[config.mk]
export PLATFORM = sky130hd
export DESIGN_NAME = multicycle_control
export DESIGN_NICKNAME = d
export VERILOG_FILES = /design/src/rtl/multicycle_control.sv
export SDC_FILE = /design/constraint.sdc
export NUM_CORES = 1
export LEC_CHECK = 0
export CORE_MARGIN = 1.5
export CORE_UTILIZATION = 45
export DETAILED_ROUTE_END_ITERATION = 7
export PLACE_DENSITY = 0.74
export SLEW_MARGIN = 25
export SYNTH_ARGS = -nofsm -noshare
export SYNTH_HDL_FRONTEND = slang
export SYNTH_SLANG_ARGS = --single-unit
[constraint.sdc]
create_clock -name clk -period 5.8 [get_ports clk]
set_clock_uncertainty 0.05 [all_clocks]
set_input_delay 1.16 -clock clk [delete_from_list [all_inputs] [get_ports clk]]
set_output_delay 1.16 -clock clk [all_outputs]
set_load 0.01 [all_outputs]
[src/rtl/multicycle_control.sv]
// Multi-cycle RV32I sequencer: FETCH/DECODE/EXEC/MEM/WB over one shared memory port.
// Latency: 3 cycles (branch/jal/jalr), 4 (R/I-type, store), 5 (load), +1 per memory wait cycle.
// Backpressure: holds mem_req until mem_ready; abandons the access after TIMEOUT_CYCLES (0 = never).
//
// Ports: clk/rst (async active-high); opcode, br_taken, mem_ready in;
//        mem_req/mem_we/addr_sel memory control; ir_write/pc_write/pc_src PC and IR;
//        alu_src_a/alu_src_b/alu_op ALU control; reg_write/result_sel writeback;
//        retire, mem_err pulses; illegal sticky flag.
// Optional feature: define MULTICYCLE_ILLEGAL_TRAP_EN to halt on an unknown opcode
// (HALT is left only through rst); otherwise an unknown opcode retires as a NOP.
module multicycle_control #(
    parameter int TIMEOUT_CYCLES = 16
) (
    input  logic       clk,
    input  logic       rst,
    input  logic [6:0] opcode,
    input  logic       br_taken,
    input  logic       mem_ready,
    output logic       mem_req,
    output logic       mem_we,
    output logic       addr_sel,
    output logic       ir_write,
    output logic       pc_write,
    output logic       pc_src,
    output logic [1:0] alu_src_a,
    output logic [1:0] alu_src_b,
    output logic [1:0] alu_op,
    output logic       reg_write,
    output logic [1:0] result_sel,
    output logic       retire,
    output logic       mem_err,
    output logic       illegal
);

    typedef enum logic [2:0] {
        S_FETCH  = 3'd0,
        S_DECODE = 3'd1,
        S_EXEC   = 3'd2,
        S_MEM    = 3'd3,
        S_WB     = 3'd4,
        S_HALT   = 3'd5
    } state_t;

    localparam logic [6:0] OP_RTYPE  = 7'b0110011;
    localparam logic [6:0] OP_OPIMM  = 7'b0010011;
    localparam logic [6:0] OP_LOAD   = 7'b0000011;
    localparam logic [6:0] OP_STORE  = 7'b0100011;
    localparam logic [6:0] OP_BRANCH = 7'b1100011;
    localparam logic [6:0] OP_JAL    = 7'b1101111;
    localparam logic [6:0] OP_JALR   = 7'b1100111;

    state_t      state, state_nxt;
    logic [31:0] tcnt;
    logic        known_op;
    logic        req_state;
    logic        tmo_hit;

    always_comb begin
        case (opcode)
            OP_RTYPE, OP_OPIMM, OP_LOAD, OP_STORE,
            OP_BRANCH, OP_JAL, OP_JALR: known_op = 1'b1;
            default:                    known_op = 1'b0;
        endcase
    end

    // Only FETCH and MEM drive the memory port. Decoded from state rather than
    // mem_req so the timeout path does not loop back through the output block.
    assign req_state = (state == S_FETCH) || (state == S_MEM);

    // The limit is the TIMEOUT_CYCLES-th request cycle without mem_ready;
    // a mem_ready arriving in that same cycle completes normally.
    assign tmo_hit = (TIMEOUT_CYCLES != 0) && req_state && !mem_ready &&
                     (tcnt == 32'(TIMEOUT_CYCLES - 1));

    always_ff @(posedge clk or posedge rst) begin
        if (rst) begin
            state <= S_FETCH;
        end else begin
            state <= state_nxt;
        end
    end

    // Wait-cycle counter: cleared on every state change and on a timeout retry
    // (FETCH -> FETCH), so each FETCH or MEM visit starts from zero.
    always_ff @(posedge clk or posedge rst) begin
        if (rst) begin
            tcnt <= '0;
        end else if ((state_nxt != state) || tmo_hit) begin
            tcnt <= '0;
        end else if (req_state && !mem_ready) begin
            tcnt <= tcnt + 32'd1;
        end
    end

    always_comb begin
        state_nxt  = state;
        mem_req    = 1'b0;
        mem_we     = 1'b0;
        addr_sel   = 1'b0;
        ir_write   = 1'b0;
        pc_write   = 1'b0;
        pc_src     = 1'b0;
        alu_src_a  = 2'd0;
        alu_src_b  = 2'd0;
        alu_op     = 2'b00;
        reg_write  = 1'b0;
        result_sel = 2'd0;
        retire     = 1'b0;
        mem_err    = 1'b0;
        illegal    = 1'b0;

        // Everything stays quiet while rst is held; the register is already in FETCH.
        if (!rst) begin
            case (state)
                S_FETCH: begin
                    mem_req   = 1'b1;
                    alu_src_b = 2'd2;
                    if (mem_ready) begin
                        ir_write  = 1'b1;
                        pc_write  = 1'b1;
                        state_nxt = S_DECODE;
                    end else if (tmo_hit) begin
                        mem_err = 1'b1;
                    end
                end

                S_DECODE: begin
                    // ALUOut <= OldPC + imm, the branch/JAL target.
                    alu_src_a = 2'd2;
                    alu_src_b = 2'd1;
                    if (known_op) begin
                        state_nxt = S_EXEC;
                    end else begin
`ifdef MULTICYCLE_ILLEGAL_TRAP_EN
                        state_nxt = S_HALT;
`else
                        retire    = 1'b1;
                        state_nxt = S_FETCH;
`endif
                    end
                end

                S_EXEC: begin
                    state_nxt = S_FETCH;
                    case (opcode)
                        OP_RTYPE: begin
                            alu_src_a = 2'd1;
                            alu_op    = 2'b10;
                            state_nxt = S_WB;
                        end
                        OP_OPIMM: begin
                            alu_src_a = 2'd1;
                            alu_src_b = 2'd1;
                            alu_op    = 2'b11;
                            state_nxt = S_WB;
                        end
                        OP_LOAD, OP_STORE: begin
                            alu_src_a = 2'd1;
                            alu_src_b = 2'd1;
                            state_nxt = S_MEM;
                        end
                        OP_BRANCH: begin
                            alu_src_a = 2'd1;
                            alu_op    = 2'b01;
                            pc_src    = 1'b1;
                            pc_write  = br_taken;
                            retire    = 1'b1;
                        end
                        OP_JAL: begin
                            // PC already holds OldPC+4, which is the link value.
                            pc_write   = 1'b1;
                            pc_src     = 1'b1;
                            reg_write  = 1'b1;
                            result_sel = 2'd2;
                            retire     = 1'b1;
                        end
                        OP_JALR: begin
                            alu_src_a  = 2'd1;
                            alu_src_b  = 2'd1;
                            pc_write   = 1'b1;
                            reg_write  = 1'b1;
                            result_sel = 2'd2;
                            retire     = 1'b1;
                        end
                        default: ;
                    endcase
                end

                S_MEM: begin
                    mem_req  = 1'b1;
                    addr_sel = 1'b1;
                    mem_we   = (opcode == OP_STORE);
                    if (mem_ready) begin
                        if (opcode == OP_STORE) begin
                            retire    = 1'b1;
                            state_nxt = S_FETCH;
                        end else begin
                            state_nxt = S_WB;
                        end
                    end else if (tmo_hit) begin
                        mem_err   = 1'b1;
                        state_nxt = S_FETCH;
                    end
                end

                S_WB: begin
                    reg_write  = 1'b1;
                    retire     = 1'b1;
                    result_sel = (opcode == OP_LOAD) ? 2'd1 : 2'd0;
                    state_nxt  = S_FETCH;
                end

`ifdef MULTICYCLE_ILLEGAL_TRAP_EN
                S_HALT: begin
                    illegal = 1'b1;
                end
`endif

                default: state_nxt = S_FETCH;
            endcase
        end
    end

endmodule

==> metrics, run 1 <==
simple-gate share of the synthesized area=between 30% and 40%; CP max stage delay=640 ps; first-pass GRT wire length=8360 um; Area Growth Syn to Fin=17.4%; Max H-tree Level=2; Max Fclk=about 210 MHz; Hold Crit Class=reg -> reg; Routed WL per cell=around 13 um; DIE WIDTH=about 74 um; DRC Markers=0; vias per std cell=5.42; TritonRoute pass-1 iters=4; detailed router's first-iteration violation count=~110; CP top delay family=buffers and inverters; Core Area=approximately 4800 sq um; CTS tree=built; Synth Area per Inst=~8.4 sq um; top-count cell post-synth=nor2_1; Final Hold Viols=0; PD cells=211 nW/um^2; GPL Wtd Cong=roughly 0.89; Clock Pin Slew Worst Setup and Hold Paths=60 ps; unrepaired setup endpoints after global routing=false; Area contributors post-synth=dfrtp_1 (38%), xnor2_1 (8.8%), nor2_1 (7.7%); syn nets=roughly 280; Post-Synth Adder-Cell Area=0.545%; crit path max fanout=9; Sink Count=35; post-synthesis cell count=approximately 270; post-cts resize count=0; post-synth top area share=between 30% and 40%; maximum vdd drop=0.164 mV; Synth Flop Type=dfrtp_1; layout cells sized above 1=approximately 6.5%; vias in the first global route=1856; Yosys Warn Count=0; Initial Utilization=a little under half; Bufs on Longest Clock Path=2; vias=a little under 2000; Clock Latency Late Sink=just under 300 ps; ANT nets after route=0; TNS Setup=0 ps; worst path cell trace=clkdlybuf4s50_1 -> nand3_1 -> nor3_1 -> nand2_1 -> mux2_2 -> nor3_1 -> clkdlybuf4s50_1; critical path required time=4590 ps; Slew Viols, Final=0; static leakage=between 1 and 1.5 nW; crit path launch type=primary input; total of max-cap violations=0; CTS Hold Bufs=0; worst path bufs/invs=2; final wirelength=slightly below 5000 um; Die Ht=approximately 74 um; Final min period=4680 ps; count of cell types in the netlist=between 40 and 50; mux cell area share after synthesis=0.926%; largest net degree at the start of global routing=34; Slew HR=approximately 60%; HPWL after DPL=~3400 um; Worst path slowest cell=clkdlybuf4s50_1; Util after Layout=56.0%; Post-synth ARST share=100%; initial antenna violation count=0; worst-margin pin slew=between 600 and 700 ps; CP Class=in -> out; Final setup viols=0; Post-synth EDFFs=0; xor/xnor share of the synthesized area=about an eighth; root buffer cell=clkbuf_8; IO Port Bufs=27; Post-CTS Setup Bufs=0; Netlist Area Pre-Place=2300 sq um; largest family of logic cells by synthesized area=simple AND/OR/NAND/NOR gates; die area=5540 sq um; Synth Area in Compound Gates=under 10%; GR Util All Layers=19.6%; Tcrit/Tclk final=80.6%; most common library cells after synthesis=nor2_1 (47), dfrtp_1 (35), xnor2_1 (23), nand2_1 (22); GRT overflow=0; # fillers=around 460; #FFs+latches synth=35; n_diodes=0; # nets final=between 300 and 400; Ports=29; TritonCTS buffer count=5; sequential fraction of the synthesis area=between 30% and 40%; arrival time at the worst endpoint=roughly 3500 ps; num rows=25; outcome=finished, final reports clean; leading area contributor after synthesis=dfrtp_1; type of destination of the critical path=primary output
## logic make-up (layout without fill, tap and decap cells)
family,Yosys count,in the layout
buffers and inverters,21,43
XOR/XNOR,32,32
flip-flops,35,35
AND/OR/NAND/NOR,156,156
AO/OA/AOI/OAI,24,24
adder cells (fa/ha/maj),1,1
multiplexers,2,2
other,1,1
## layout make-up
| cell class | count | area, sq um | area share [%] |
|---|---|---|---|
| clock inverter | 2 | 35.0 | 1.30 |
| multi-input combinational | 216 | 1310 | 48.7 |
| timing repair buffer | 29 | 285 | 10.6 |
| tap | 67 | 83.8 | 3.11 |
| clock buffer | 6 | 82.6 | 3.06 |
| inverter | 6 | 22.5 | 0.835 |
| sequential | 35 | 876 | 32.5 |
## path summary, 6_finish.rpt
kind / start / end / slack, ps / depth (start not counted)
max: opcode[6] / reg_write / 1120 / 7
max in group asynchronous: rst / tcnt[10] / 3650 / 3
min in group asynchronous: rst / state[0] / 1370 / 2
max reg2reg: state[1] / tcnt[25] / 3360 / 6
min reg2reg: tcnt[31] / tcnt[31] / 500 / 2
min: tcnt[31] / tcnt[31] / 500 / 2
## state kept, by name, summed over array words and instances (netlist names)
signal  count
tcnt       32
state       3
## tightest hold or removal path, cell delays in order (launching register included)
cell and delay [ps]:
dfrtp_1 350, xnor2_1 120, nor2_1 40
## stage by stage
| stage | setup WS (ps) | hold slack [ps] | total power, mW | std cells | cell area [sq um] |
|---|---|---|---|---|---|
| floorplan | 1940 | 461 | 0.324 | 272 | 2300 |
| global placement | 1200 | 487 | 0.346 | 353 | 2580 |
| detailed placement | 1160 | 485 | 0.349 | 353 | 2580 |
| CTS | 1140 | 500 | 0.577 | 361 | 2700 |
| global route | 929 | 519 | 0.597 | 361 | 2700 |
| finish | 1120 | 500 | 0.570 | 361 | 2700 |
## placed cells by master, fill, tap and decap left out, drive strengths merged, types with 3 or more instances in the layout
| cell | instances |
|---|---|
| nor2 | 47 |
| dfrtp | 35 |
| clkdlybuf4s50 | 27 |
| xnor2 | 24 |
| nand2 | 22 |
| nor3 | 17 |
| nand3 | 17 |
| nor4 | 16 |
| a21oi | 8 |
| xor2 | 8 |
| nand2b | 7 |
| inv | 6 |
| clkbuf | 6 |
| and4 | 5 |
| nand4 | 4 |
| o21ai | 4 |
| nor2b | 3 |
| and2 | 3 |
| and3 | 3 |
## power breakdown
group	internal, mW	leakage, nW	switching [mW]
sequential	0.253	0.486	0.0128
combinational	0.0346	0.509	0.0438
clock	0.139	0.0612	0.0875
## layer usage
metal	wire length [um]	track usage (%)	part of all wire, %	up-vias
met3	156	5.96	3.2	9
li1	-	-	-	996
met5	0	0	0	-
met4	58	7.07	1.2	0
met1	2370	26.3	49	928
met2	2240	30.3	46	25
(Power assumes the default switching activity.)
==> run 2, diff against run 1 <==
--- a/config.mk
+++ b/config.mk
@@ -8,7 +8,7 @@
 export CORE_MARGIN = 1.5
 export CORE_UTILIZATION = 45
 export DETAILED_ROUTE_END_ITERATION = 7
-export PLACE_DENSITY = 0.74
+export PLACE_DENSITY = 0.77
 export SLEW_MARGIN = 25
 export SYNTH_ARGS = -nofsm -noshare
 export SYNTH_HDL_FRONTEND = slang
==> constraint.sdc (replaced) <==
create_clock -name clk -period 3.8 [get_ports clk]
set_clock_uncertainty 0.05 [all_clocks]
set_input_delay 0.76 -clock clk [delete_from_list [all_inputs] [get_ports clk]]
set_output_delay 0.76 -clock clk [all_outputs]
set_load 0.01 [all_outputs]
==> run 2 against run 1 <==
  * Cell count rose by 1.9%
  * Combinational power increased by 65%
  * Non-clock buffer count is 7 higher
  * Register-to-register slack worse by 2000 ps
  * Global-route usage grew 0.31 points
  * Sequential share of layout area decreased by 0.78 points
==> metrics, run 2 (same netlist as run 1, synthesis figures left out) <==
Ports=29 (unchanged); IO Port Bufs=27 (unchanged); Max H-tree Level=2 (unchanged); TNS Setup=0 ps (unchanged); Sink Count=35 (unchanged); DIE WIDTH=74.5 um (unchanged); Die Ht=74.5 um (unchanged); Clock Latency Late Sink=280 ps (about the same); Finished Cell Area=2760 sq um (+2.5%); vias per std cell=5.60 (+3.2%); Top cell by count, worst path=clkdlybuf4s50_1; TritonRoute pass-1 iters=4 (unchanged); arrival time at the worst endpoint=2880 ps (-590 ps); # fillers=466 (+0.65%); Core Area=4820 sq um (unchanged); post-placement cell area=2640 sq um (+2.4%); Largest register FFs=32 (unchanged); worst-margin pin slew=727 ps (+105 ps); Psw=0.223 mW (+55%); Sw Ratio=25.3% (+0.072 points); Seq. cell area=876 sq um (unchanged); Max Fclk=271 MHz; initial antenna violation count=0 (unchanged); crit path max fanout=4 (-5); worst path cell trace=clkdlybuf4s50_1 -> and4bb_2 -> nand3_1 -> or4_4 -> nor2_1 -> clkdlybuf4s50_1; PD cells=318 nW/um^2 (+51%); sequential power share=46.1% (-0.5 points); static leakage=1.09 nW (+3.1%); Initial Utilization=47.7% (unchanged); # nets final=312 (+2.3%); root buffer cell=clkbuf_8; Multi-input gate area=1330 sq um (+1.0%); Hold Crit Class=reg -> reg; Final setup viols=0 (unchanged); num rows=25 (unchanged); Area Growth Syn to Fin=20.3%; Bufs on Longest Clock Path=2 (unchanged); Final Hold Viols=0 (unchanged); CTS tree=built; GR Util All Layers=19.9% (+0.31 points); detailed router's first-iteration violation count=150 (+38%); n_diodes=0 (unchanged); GPL Wtd Cong=0.879 (-0.92%); Final min period=about 3700 ps; outcome=finished, final reports clean; Slew Viols, Final=0 (unchanged); DP Worst Slack=113 ps (-1040 ps); total of max-cap violations=0 (unchanged); Post-CTS Setup Bufs=0 (unchanged); final wirelength=5110 um (+5.8%); vias=2060 (+5.2%); vias in the first global route=1922 (+3.6%); commonest non-fill, non-tap cell in the layout=nor2_1; type of destination of the critical path=primary output; clock power share=39.2% (-0.5 points); Clock Pin Slew Worst Setup and Hold Paths=70 ps (about the same); Tcrit/Tclk final=97.1%; Slew HR=51.3% (-7.1 points); crit path launch type=primary input; CTS Hold Bufs=0 (unchanged); first-pass GRT wire length=8590 um (+2.8%); CP max stage delay=560 ps (-80 ps); die area=5540 sq um (unchanged); biggest regs=tcnt: 32 flops, state: 3 flops; maximum vdd drop=0.245 mV (+49%); layout cells sized above 1=8.97% (+2.5 points); GRT overflow=0 (unchanged); leading cell types in the layout, fill and taps excluded=nor2_1 (47), dfrtp_1 (35), clkdlybuf4s50_1 (27), xnor2_1 (23), nand2_1 (22); Routed WL per cell=13.9 um (+3.8%); Pint=0.657 mW (+54%); largest net degree at the start of global routing=36 (+5.9%); ANT nets after route=0 (unchanged); final setup margin=108 ps (-1010 ps); unrepaired setup endpoints after global routing=false; CP Class=in -> out; TritonCTS buffer count=5 (unchanged); DRC Markers=0 (unchanged); Reg with most FFs=tcnt; critical path required time=2990 ps (-1600 ps); Worst path slowest cell=or4_4; HPWL after DPL=3630 um (+5.5%); Combinational Power Share=14.7% (+1.0 points)
==> run 2: cell count changes in the layout (fill, tap and decap cells not counted), sizes merged <==
cell,previous run,this run
buf,2,9
==> run 2: final timing paths <==
check                           slack, ps  depth (start not counted)        to      start
worst min-delay path                  510                          2  tcnt[31]   tcnt[31]
min in group asynchronous             960                          3  state[0]        rst
worst max register to register       1340                          6  tcnt[10]   state[1]
max in group asynchronous            2420                          3  tcnt[10]        rst
worst min register to register        510                          2  tcnt[31]   tcnt[31]
worst max-delay path                  110                          6   mem_err  mem_ready
==> run 2: cell type report <==
| type | instances | area share, % |
|---|---|---|
| multi-input cells | 216 | 48.0 |
| clock buffers | 6 | 2.99 |
| inverters | 6 | 0.815 |
| well taps | 67 | 3.03 |
| flip-flops and latches | 35 | 31.7 |
| repair buffers | 36 | 12.2 |
| clock inverters | 2 | 1.27 |
==> run 2: power by group through the flow <==
stage	Clock [mW]	Combinational, mW	Sequential [mW]
6_report	0.345	0.129	0.405
2_1_floorplan	0	0.0901	0.404
3_5_place_dp	0	0.130	0.412
4_1_cts	0.352	0.130	0.405
5_1_grt	0.366	0.145	0.407
3_3_place_gp	0	0.124	0.412
==> run 2: worst max-delay path: cells and delay by family <==
kind          cells  cell delay (ps)
buf+inv           2              940
simple gates      4             1180
==> run 2: per-layer routing <==
metal  global-route usage (%)  up-vias  wire (um)
li1                         -     1005          -
met1                     28.2     1011       2440
met2                     31.8       35       2430
met3                     3.25        9        180
met4                     5.45        0         57
met5                        0        -          0
==> run 2: through the flow <==
step / power [mW] / hold WS [ps] / instances / util, %
after floorplan: 0.494 / 461 / 272 / -
after global placement: 0.535 / 481 / 360 / 54.6
after detailed placement: 0.542 / 494 / 360 / 54.8
after CTS: 0.888 / 511 / 368 / 57.3
after global routing: 0.917 / 533 / 368 / 57.4
final: 0.880 / 510 / 368 / 57.4
==> run 2: what timing repair did <==
item	4_1_cts	5_1_grt
resized for setup	0	1
hold endpoints to repair	0	0
setup endpoints to repair	0	1
==> run 3, diff against run 2 <==
--- a/config.mk
+++ b/config.mk
@@ -5,7 +5,7 @@
 export SDC_FILE = /design/constraint.sdc
 export NUM_CORES = 1
 export LEC_CHECK = 0
-export CORE_MARGIN = 1.5
+export CORE_MARGIN = 2
 export CORE_UTILIZATION = 45
 export DETAILED_ROUTE_END_ITERATION = 7
 export PLACE_DENSITY = 0.77
==> run 3 against run 2 <==
  * Sequential power hardly changed
  * Via count down 2.2%
  * Register-to-register slack improved by 60 ps
  * Worst setup slack improved by 2.1 ps
  * Cell count increased by 0.82%
  * Die area rose by 2.7%
  * Clock-buffer cell count increased by 1
  * Combinational power barely moved
  * Largest power group unchanged
  * Design area down 1.7%
  * Wire length down 2.5%
==> metrics, run 3 (same netlist as run 1, synthesis figures left out) <==
gr busiest metal=met2; PD cells=291 nW/um^2 (-8.7%); Slew Viols, Final=0 (unchanged); CTS Hold Bufs=0 (unchanged); Max Fclk=271 MHz (about the same); IO Port Bufs=27 (unchanged); type of destination of the critical path=primary output; met3 usage=4.89% (+1.6 points); worst path cell trace=clkdlybuf4s50_1 -> and4bb_2 -> nand3_1 -> or4_4 -> nor2_1 -> clkdlybuf4s50_1; root buffer cell=clkbuf_8; Max H-tree Level=2 (unchanged); GRT overflow=0 (unchanged); layout cells sized above 1=7.97% (-1.0 points); Initial Utilization=45.9% (-1.8 points); Tcrit/Tclk final=97.1% (about the same); vias in the first global route=1849 (-3.8%); crit path launch type=primary input; reg2reg start=state[1]; Sink Count=35 (unchanged); worst-margin pin slew=604 ps (-123 ps); Slew HR=59.6% (+8.3 points); num rows=26 (+4.0%); Final min period=3690 ps (-2.11 ps); arrival time at the worst endpoint=2880 ps (about the same); Area Growth Syn to Fin=18.3%; Tot Pwr=0.790 mW (-10%); ANT nets after route=0 (unchanged); TritonRoute pass-1 iters=4 (unchanged); Largest register FFs=32 (unchanged); n_diodes=0 (unchanged); first-pass GRT wire length=8270 um (-3.8%); # fillers=491 (+5.4%); DIE WIDTH=75.5 um (+1.3%); FF-to-FF path depth=6 (unchanged); final std cells w/o fill=371 (+0.82%); Worst Hold End=tcnt[31]; Hold Path Origin=tcnt[31]; critical path required time=2990 ps (about the same); die area=5690 sq um (+2.7%); met1 usage=26.5% (-1.7 points); vias=2015 (-2.2%); CP Class=in -> out; biggest regs=tcnt: 32 flops, state: 3 flops; total of max-cap violations=0 (unchanged); Top cell by count, worst path=clkdlybuf4s50_1; Routed WL per cell=13.4 um (-3.3%); Bufs on Longest Clock Path=2 (unchanged); Hold Crit Class=reg -> reg; leading cell types in the layout, fill and taps excluded=nor2_1 (47), dfrtp_1 (35), clkdlybuf4s50_1 (27), xnor2_1 (23), nand2_1 (22); GR Util All Layers=18.8% (-1.2 points); static leakage=1.07 nW (-1.6%); final wirelength=4980 um (-2.5%); Hold Crit Depth=2 (unchanged); Cells after DPL=363 (+0.83%); largest net degree at the start of global routing=37 (+2.8%); Reg with most FFs=tcnt; Die Ht=75.5 um (+1.3%); Clock Pin Slew Worst Setup and Hold Paths=60 ps (about the same); initial antenna violation count=0 (unchanged); maximum vdd drop=0.225 mV (-8.0%); TNS Setup=0 ps (unchanged); HPWL after DPL=3480 um (-4.3%); Clock Latency Late Sink=290 ps (about the same); crit path max fanout=4 (unchanged); CTS tree=built; TritonCTS buffer count=5 (unchanged); post-cts resize count=0 (unchanged); GPL Wtd Cong=0.867 (-1.4%); # nets final=312 (unchanged); reg2reg end=tcnt[24]; outcome=finished, final reports clean; commonest non-fill, non-tap cell in the layout=nor2_1; worst reg-to-reg setup slack=1400 ps (+60 ps); detailed router's first-iteration violation count=120 (-20%); GR Util met2=28.6% (-3.2 points); unrepaired setup endpoints after global routing=false; Worst path slowest cell=or4_4; DRC Markers=0 (unchanged); Ports=29 (unchanged); Final setup viols=0 (unchanged); Final Hold Viols=0 (unchanged); Post-CTS Setup Bufs=0 (unchanged); CP max stage delay=550 ps (about the same); vias per std cell=5.43 (-3.0%); Core Area=5010 sq um (+4.0%)
==> run 3: cell count changes in the layout (fill, tap and decap cells not counted), sizes merged <==
| cell | before | now |
|---|---|---|
| bufinv | 1 | 0 |
| clkbuf | 6 | 7 |
==> run 3: worst max path at each step <==
stage                   start   endpoint  slack, ps  depth (start not counted)
finish              mem_ready    mem_err        110                          6
global placement    mem_ready    mem_err        180                          6
global route        mem_ready    mem_err         10                          6
detailed placement  mem_ready    mem_err        130                          6
CTS                 mem_ready    mem_err        110                          6
floorplan                 rst  alu_op[0]        740                          3
==> run 3: metal layers <==
layer / routed length (um) / vias to the layer above / part of all wire [%]
li1: - / 998 / -
met3: 228 / 2 / 4.6
met5: 0 / - / 0
met1: 2410 / 976 / 48
met2: 2330 / 39 / 47
met4: 11 / 0 / 0.22
==> run 3: where the power goes <==
part           leakage (nW)  internal, mW  switching (mW)
registers             0.486         0.386          0.0187
clock network        0.0422         0.128           0.130
logic                 0.543        0.0573          0.0699
==> run 3: critical path, delay by kind of cell <==
kind / cells / cell delay, ps
buf+inv: 2 / 960
simple gates: 4 / 1160
==> run 3: final cells by class <==
type	count	area [sq um]	area share, %
Clock buffer	7	76.3	2.81
Clock inverter	1	5.00	0.184
Inverter	6	22.5	0.829
Multi-Input combinational cell	216	1310	48.3
Sequential cell	35	876	32.2
Tap cell	70	87.6	3.22
Timing Repair Buffer	36	338	12.4
==> run 3: stage by stage <==
| stage | worst slack, ps | util, % | hold slack [ps] | instance area, sq um |
|---|---|---|---|---|
| after CTS | 115 | 54.2 | 509 | 2720 |
| final | 110 | 54.2 | 504 | 2720 |
| after floorplan | 743 | - | 461 | 2300 |
| after detailed placement | 128 | 52.6 | 499 | 2640 |
| after global placement | 180 | 52.6 | 486 | 2640 |
| after global routing | 11.6 | 54.2 | 523 | 2720 |
